### config.mk
export PLATFORM = sky130hd
export DESIGN_NAME = serial_adder
export DESIGN_NICKNAME = d
export VERILOG_FILES = /design/src/rtl/serial_adder_pkg.sv /design/src/rtl/fa_cell.sv /design/src/rtl/serial_adder.sv
export SDC_FILE = /design/constraint.sdc
export NUM_CORES = 1
export LEC_CHECK = 0
export ABC_AREA = 1
export BUFFER_PORTS_ARGS = -buffer_cell sky130_fd_sc_hd__buf_2
export CORE_MARGIN = 2
export CORE_UTILIZATION = 60
export CTS_BUF_LIST = sky130_fd_sc_hd__clkbuf_8
export CTS_CLUSTER_DIAMETER = 80
export DETAILED_ROUTE_END_ITERATION = 12
export GPL_TIMING_DRIVEN = 0
export PLACE_DENSITY = 0.95
export SYNTH_ARGS = -nofsm -noshare
export SYNTH_HDL_FRONTEND = slang
export SYNTH_HIERARCHICAL = 1
export SYNTH_SLANG_ARGS = --single-unit
### constraint.sdc
create_clock -name clk -period 3.2 [get_ports clk]
set_input_delay 0.16 -clock clk [delete_from_list [all_inputs] [get_ports clk]]
set_output_delay 0.16 -clock clk [all_outputs]
set_load 0.03 [all_outputs]
### src/rtl/serial_adder_pkg.sv
// Shared constants for the bit-serial adder: FSM state encoding and default operand width.
package serial_adder_pkg;

  localparam int DEFAULT_WIDTH = 8;

  localparam logic [1:0] ST_IDLE = 2'd0;
  localparam logic [1:0] ST_RUN  = 2'd1;
  localparam logic [1:0] ST_DONE = 2'd2;

endpackage

### src/rtl/fa_cell.sv
// One-bit full adder; the single arithmetic cell reused every cycle by serial_adder.
module fa_cell (
  input  logic a,
  input  logic b,
  input  logic cin,
  output logic sum,
  output logic cout
);

  assign sum  = a ^ b ^ cin;
  assign cout = (a & b) | (cin & (a ^ b));

endmodule

### src/rtl/serial_adder.sv
// Bit-serial add/subtract: one full-adder cell, LSB first, result shifted in from the MSB end.
module serial_adder
  import serial_adder_pkg::*;
#(
  parameter int WIDTH = DEFAULT_WIDTH,
  parameter int CNT_W = $clog2(WIDTH + 1)
) (
  input  logic             clk,
  input  logic             rst,
  input  logic             start,
  input  logic [WIDTH-1:0] a,
  input  logic [WIDTH-1:0] b,
  input  logic             cin,
  input  logic             sub,
  output logic             busy,
  output logic             done,
  output logic [WIDTH-1:0] sum,
  output logic             cout,
  output logic             overflow
);

  localparam int IDX_W = $clog2(WIDTH);

  logic [1:0]       state;
  logic [CNT_W-1:0] cnt;
  logic [IDX_W-1:0] bit_idx;
  logic [WIDTH-1:0] a_reg;
  logic [WIDTH-1:0] b_reg;
  logic             sub_reg;
  logic [WIDTH-1:0] sum_reg;
  logic             carry;
  logic             cout_reg;
  logic             ovf_reg;
  logic             accept;
  logic             last_bit;
  logic             settle;
  logic             bit_b;
  logic             fa_sum;
  logic             fa_cout;

  assign accept   = start && (state != ST_RUN);
  assign bit_idx  = cnt[IDX_W-1:0];
  assign last_bit = (cnt == CNT_W'(WIDTH - 1));
  assign settle   = (cnt == CNT_W'(WIDTH));
  assign bit_b    = b_reg[bit_idx] ^ sub_reg;

  fa_cell u_fa (
    .a    (a_reg[bit_idx]),
    .b    (bit_b),
    .cin  (carry),
    .sum  (fa_sum),
    .cout (fa_cout)
  );

  // NOTE: operand latches carry no reset; they are always loaded on an accepted start before use.
  always_ff @(posedge clk) begin
    if (accept) begin
      a_reg   <= a;
      b_reg   <= b;
      sub_reg <= sub;
    end
  end

  // NOTE: every state register here uses <= so all updates see pre-edge values of each other.
  always_ff @(posedge clk or posedge rst) begin
    if (rst) begin
      state    <= ST_IDLE;
      cnt      <= '0;
      carry    <= 1'b0;
      sum_reg  <= '0;
      cout_reg <= 1'b0;
      ovf_reg  <= 1'b0;
    end else begin
      case (state)
        ST_IDLE, ST_DONE: begin
          if (accept) begin
            state    <= ST_RUN;
            cnt      <= '0;
            carry    <= sub | cin;
            sum_reg  <= '0;
            cout_reg <= 1'b0;
            ovf_reg  <= 1'b0;
          end else begin
            state <= ST_IDLE;
          end
        end
        ST_RUN: begin
          // A final RUN cycle with cnt == WIDTH only hands off to DONE, giving WIDTH+1 latency.
          if (settle) begin
            state <= ST_DONE;
          end else begin
            sum_reg <= {fa_sum, sum_reg[WIDTH-1:1]};
            carry   <= fa_cout;
            cnt     <= cnt + 1'b1;
            if (last_bit) begin
              cout_reg <= fa_cout;
              ovf_reg  <= carry ^ fa_cout;
            end
          end
        end
        default: state <= ST_IDLE;
      endcase
    end
  end

  assign busy     = (state == ST_RUN);
  assign done     = (state == ST_DONE);
  assign sum      = sum_reg;
  assign cout     = cout_reg;
  assign overflow = ovf_reg;

endmodule

# == After elaboration in Yosys (flattened, before gate mapping) ==
# Cells that the tools add are included.
# op_classes
addsub,1
magnitude_cmp,1
n_reduce_logical,6
bitwise,8
n_mux,23
eq_ne,9
# op_table
operator,n
two-way mux 8 bit,2
case mux 8 bit (2 select lines),1
two-way mux 1 bit,10
two-way mux 4 bit,2
case mux 4 bit (2 select lines),1
binary-select mux 1 bit (select 3 bit),2
"inequality test 2 x 1 -> 1 bit, second input constant",3
case mux 1 bit (2 select lines),3
"adder 4 x 1 -> 4 bit, second input constant",1
"== test 4 x 3 -> 1 bit, second input constant",1
"== test 4 bit, second input constant",1
"less-than comparator 3 x 4 -> 1 bit, second input constant",1
"inequality test 2 bit, second input constant",2
case mux 2 bit (2 select lines),1
AND reduction 4 bit,1
XOR 1 bit,4
AND reduction 3 bit,1
bitwise AND 1 bit,2
"== test 2 x 1 -> 1 bit, second input constant",1
"== test 2 bit, second input constant",1
zero test 2 bit,1
two-way mux 2 bit,1
bitwise OR 1 bit,2
nonzero test 2 bit,1
other kinds (2),2
# totals
in_bits,21
elab_cells,57
out_inout_bits,12
ff_bits,34

# == Depth between registers and ports, before layout ==
# depth
ltp_word,10
depth_mapped,12
depth_no_buf,12

# == Hierarchy ==
# Netlist, hierarchy kept.
# modules_own_cells
module,instances,cells_each,area_each_um2,seq_area_each_um2
serial_adder,1,145,1508.9,935.9
fa_cell,1,1,20.0,0.0

# == Worst setup path before layout ==
# Ideal clock, no wire load.
# synth_timing
path_type,reg2reg
startpoint,register state[0]
endpoint,register a_reg[0] (enable)
setup_slack_ns,1.289
t_required_ns,2.809
period_less_slack_ns,1.911
setup_ns,0.391
t_arrival_ns,1.520
n_path_buf,1
stages_incl_launch_ff,5
path_cell_list,dfrtp_1 > nand2_2 > inv_1 > buf_4 > nor2_1
# synth_via
elab_chain_cells,2
# synth_lines
element,line_no,rtl
"start, declared",serial_adder.sv:24,logic [1:0] state;
"start signal, assigned",serial_adder.sv:67,state <= ST_IDLE;
"start signal, assigned",serial_adder.sv:77,state <= ST_RUN;
"start signal, assigned",serial_adder.sv:84,state <= ST_IDLE;
inequality test 2 x 1 -> 1 bit,serial_adder.sv:41,assign accept = start && (state != ST_RUN);
logical AND 1 bit,serial_adder.sv:41,
named net accept,serial_adder.sv:34,logic accept;
"end signal, assigned",serial_adder.sv:58,a_reg <= a;
"end, declared",serial_adder.sv:27,logic [WIDTH-1:0] a_reg;
# The timed path passes the listed nets, and every way through them passes these cells.
# A chain may end at the register's enable or synchronous reset.

# == Worst setup path in the final report ==
# layout_timing
startpoint,register state[0]
endpoint,register b_reg[7] (enable)
# layout_via
elab_chain_cells,2
# layout_lines
element,line_no,rtl
inequality test 2 x 1 -> 1 bit,serial_adder.sv:41,
logical AND 1 bit,serial_adder.sv:41,
named net accept,serial_adder.sv:34,
"end signal, assigned",serial_adder.sv:59,b_reg <= b;
"end, declared",serial_adder.sv:28,logic [WIDTH-1:0] b_reg;
# The timed path passes the listed nets, and every way through them passes these cells.

==> flow_metrics.py <==
metrics = {
    "worst_setup_path": {
        "crit_family": "simple AND/OR/NAND/NOR gates",
        "worstPathArrival_ns": 2.13,
        "max_stage_delay_cell_worst_path": "sky130_fd_sc_hd__nor2_1",
        "register_to_register_setup_slack_ns": 0.96,
        "critPathRequiredTime_ns": 3.09,
        "critical_path.max_stage_delay_ns": 0.99,
        "start_kind": "flop",
        "critical_path.endpoint_type": "flop",
        "timing.setup.critical_path_class": "flop to flop",
        "cp_num_buf_inv": 2,
        "path_max_fanout": 17,
        "series_of_cell_instances_along_the_critical_path": "nand2_2 > inv_1 > buf_4 > nor2_1",
    },
    "status": {
        "outcome": "complete, no violations",
    },
    "synthesis": {
        "post_synth.cell_area_avg_um2": 10.5,
        "mappedNetlistNets": 170,
        "syn_inst": 146,
        "yosys_warnings": 6,
        "synth_area_mm2": 0.00153,
        "synth_cell_type_count": 27,
        "synth.ff_latch_count": 34,
        "sequential_to_total_area_share_from_yosys_stat_pct": 61.2,
    },
    "floorplanning": {
        "die_height_um": 54.5,
        "initial_utilization_pct": 62.3,
        "die_area_mm2": 0.00297,
        "rows": 18,
        "ios": 33,
        "die_width_um": 54.5,
        "core-area_mm2": 0.00245,
    },
    "place": {
        "dp_slack_ns": 0.981,
        "half_perimeter_wire_length_of_the_detailed_placement_result_um": 2270,
        "dpl.cell_count": 208,
        "buffer_ports.inserted": 32,
        "placement.cell_area_mm2": 0.00173,
        "gp_routability_congestion": 0.858,
    },
    "clock_tree": {
        "cts_htree_levels": 2,
        "cts_tree": "built",
        "cts_setup_buffers": 0,
        "number_of_clock_sinks_seen_by_cts": 34,
        "ctsRootBufferMaster": "sky130_fd_sc_hd__clkbuf_8",
        "cts_buffers": 5,
        "worst_skew_pair_latency_ns": 0.29,
        "clock_tree.buffer_depth": 2,
        "clkSlewWorstSetupHoldPaths_ns": 0.07,
        "ctsResizeCount": 0,
        "cts.hold.buffers_added": 1,
    },
    "global_route": {
        "gr-total-overflow": 0,
        "grt_pass1_wl_um": 5070,
        "largest_net_degree_at_the_start_of_global_routing": 18,
        "global_route.usage.total_pct": 26.1,
        "antenna_found_initial": 0,
        "vias_in_the_first_global_route": 1178,
    },
    "sta": {
        "setup_slack_ns": 0.965,
        "min_period_over_period_pct": 69.9,
        "timing.final.hold_violations": 0,
        "transition_time_at_the_pin_with_the_least_slew_margin_ns": 1.32,
        "finalSetupTns_ns": 0,
        "fin_hold_ws_ns": 0.0418,
        "slew_headroom_pct": 11.7,
        "fmax_mhz": 447,
        "rsz0062_at_grt": "false",
        "setup_viol": 0,
        "maxSlewViolCount": 0,
        "layout_min_cycle_time_ns": 2.24,
        "finalClockSkew_ns": 0.00693,
    },
    "detailed_routing": {
        "remaining_drc_errors": 0,
        "wl_um": 3190,
        "detailedRoute.firstIterationViolations": 39,
        "num_vias": 1182,
        "route.detailed.wl_per_inst_um": 14.7,
        "antenna_left": 0,
        "vias_per_cell": 5.45,
        "detail_route.first_pass.iterations": 4,
    },
    "job": {
        "max-cap-violations": 0,
    },
    "power": {
        "total_power_of_the_final_layout_mw": 1.88,
        "pwr_density_cell_mw_per_mm2": 1030,
        "p_leak_nw": 0.879,
        "peakVddDrop_v": 0.000880,
    },
    "final_layout": {
        "fillers": 162,
        "layout.cells.non_filler": 217,
        "finalInstanceArea_mm2": 0.00183,
        "nets": 210,
        "layout-drive-gt1-share_pct": 26.7,
        "number_of_antenna_diodes": 0,
        "postLayoutCoreUtil_pct": 74.5,
        "areaGrowthSynthToFinish_pct": 19.6,
    },
    "worst_hold_path": {
        "worstHoldPathType": "input pin to flop",
    },
}
## worst paths after layout
kind,start,endpoint,cells past startpoint
max,state[0],b_reg[7],4
min,a[5],a_reg[5],1
max reg2reg,state[0],b_reg[7],4
min reg2reg,cout,cout,2
max in group asynchronous,rst,sum[6],3
min in group asynchronous,rst,cnt[1],3
## worst register-to-register path, delay by kind of cell (launching register included)
kind | cells | cell delay [ns]
and+or+nand+nor | 2 | 1.12
buffers and inverters | 2 | 0.33
DFF | 1 | 0.39
## routing by layer
layer	wire length, um	share of wire, %	vias up	global-route usage (%)
met5	0	0	-	0
met1	1230	39	555	29.3
met2	1680	53	47	41.6
met3	183	5.7	12	10.7
met4	96	3.0	0	15.8
li1	-	-	568	-
## placed cells by master, fill, tap and decap left out
master and count:
sky130_fd_sc_hd__buf_2 34, sky130_fd_sc_hd__nand2_1 31, sky130_fd_sc_hd__nand3_1 25, sky130_fd_sc_hd__edfxtp_1 17, sky130_fd_sc_hd__dfrtp_1 17, sky130_fd_sc_hd__nor2_1 14
sky130_fd_sc_hd__inv_1 11, sky130_fd_sc_hd__o21ai_0 8, sky130_fd_sc_hd__clkbuf_8 6, sky130_fd_sc_hd__o21ai_1 3, sky130_fd_sc_hd__ha_1 2, sky130_fd_sc_hd__nand3_2 1
sky130_fd_sc_hd__nand2_2 1, sky130_fd_sc_hd__nand2_4 1, sky130_fd_sc_hd__or2_1 1, sky130_fd_sc_hd__buf_6 1, sky130_fd_sc_hd__nand2_8 1, sky130_fd_sc_hd__buf_12 1
sky130_fd_sc_hd__o22ai_1 1, sky130_fd_sc_hd__clkbuf_2 1, sky130_fd_sc_hd__buf_4 1, sky130_fd_sc_hd__a21boi_1 1, sky130_fd_sc_hd__xnor2_1 1, sky130_fd_sc_hd__nand4_1 1
sky130_fd_sc_hd__nand4_2 1, sky130_fd_sc_hd__clkinv_1 1, sky130_fd_sc_hd__xor2_1 1, sky130_fd_sc_hd__clkinv_2 1, sky130_fd_sc_hd__dlygate4sd3_1 1, sky130_fd_sc_hd__fa_1 1
## area by class of cell
class | instances | area, um2 | share of cell area, %
Tap cell | 30 | 37.5 | 2.05
Multi-Input combinational cell | 95 | 498 | 27.2
Timing Repair Buffer | 33 | 170 | 9.31
Inverter | 11 | 41.3 | 2.26
Buffer | 6 | 53.8 | 2.94
Clock buffer | 6 | 82.6 | 4.52
Clock inverter | 2 | 8.76 | 0.479
Sequential cell | 34 | 936 | 51.2
## cell usage after synthesis, drive strengths merged
cell type / n / area [um2]
or2: 1 / 6.26
xnor2: 1 / 8.76
buf: 5 / 48.8
clkbuf: 1 / 5.00
o21ai: 11 / 55.1
inv: 10 / 37.5
edfxtp: 17 / 510
o22ai: 1 / 6.26
a21boi: 1 / 7.51
xor2: 1 / 8.76
nand2: 34 / 154
nor2: 14 / 52.6
ha: 2 / 25.0
clkinv: 1 / 3.75
nand4: 2 / 18.8
fa: 1 / 20.0
nand3: 26 / 135
dfrtp: 17 / 425
## logic make-up after synthesis
group | synth area share [%]
simple gates | 24.0
buf+inv | 6.22
fa+ha+maj | 2.95
flops | 61.2
xor+xnor | 1.15
compound gates | 4.50
## power by group
part | switching [mW] | internal [mW]
Clock | 0.145 | 0.170
Combinational | 0.587 | 0.303
Sequential | 0.0823 | 0.596
No activity file was read; power rests on OpenSTA's default activity.
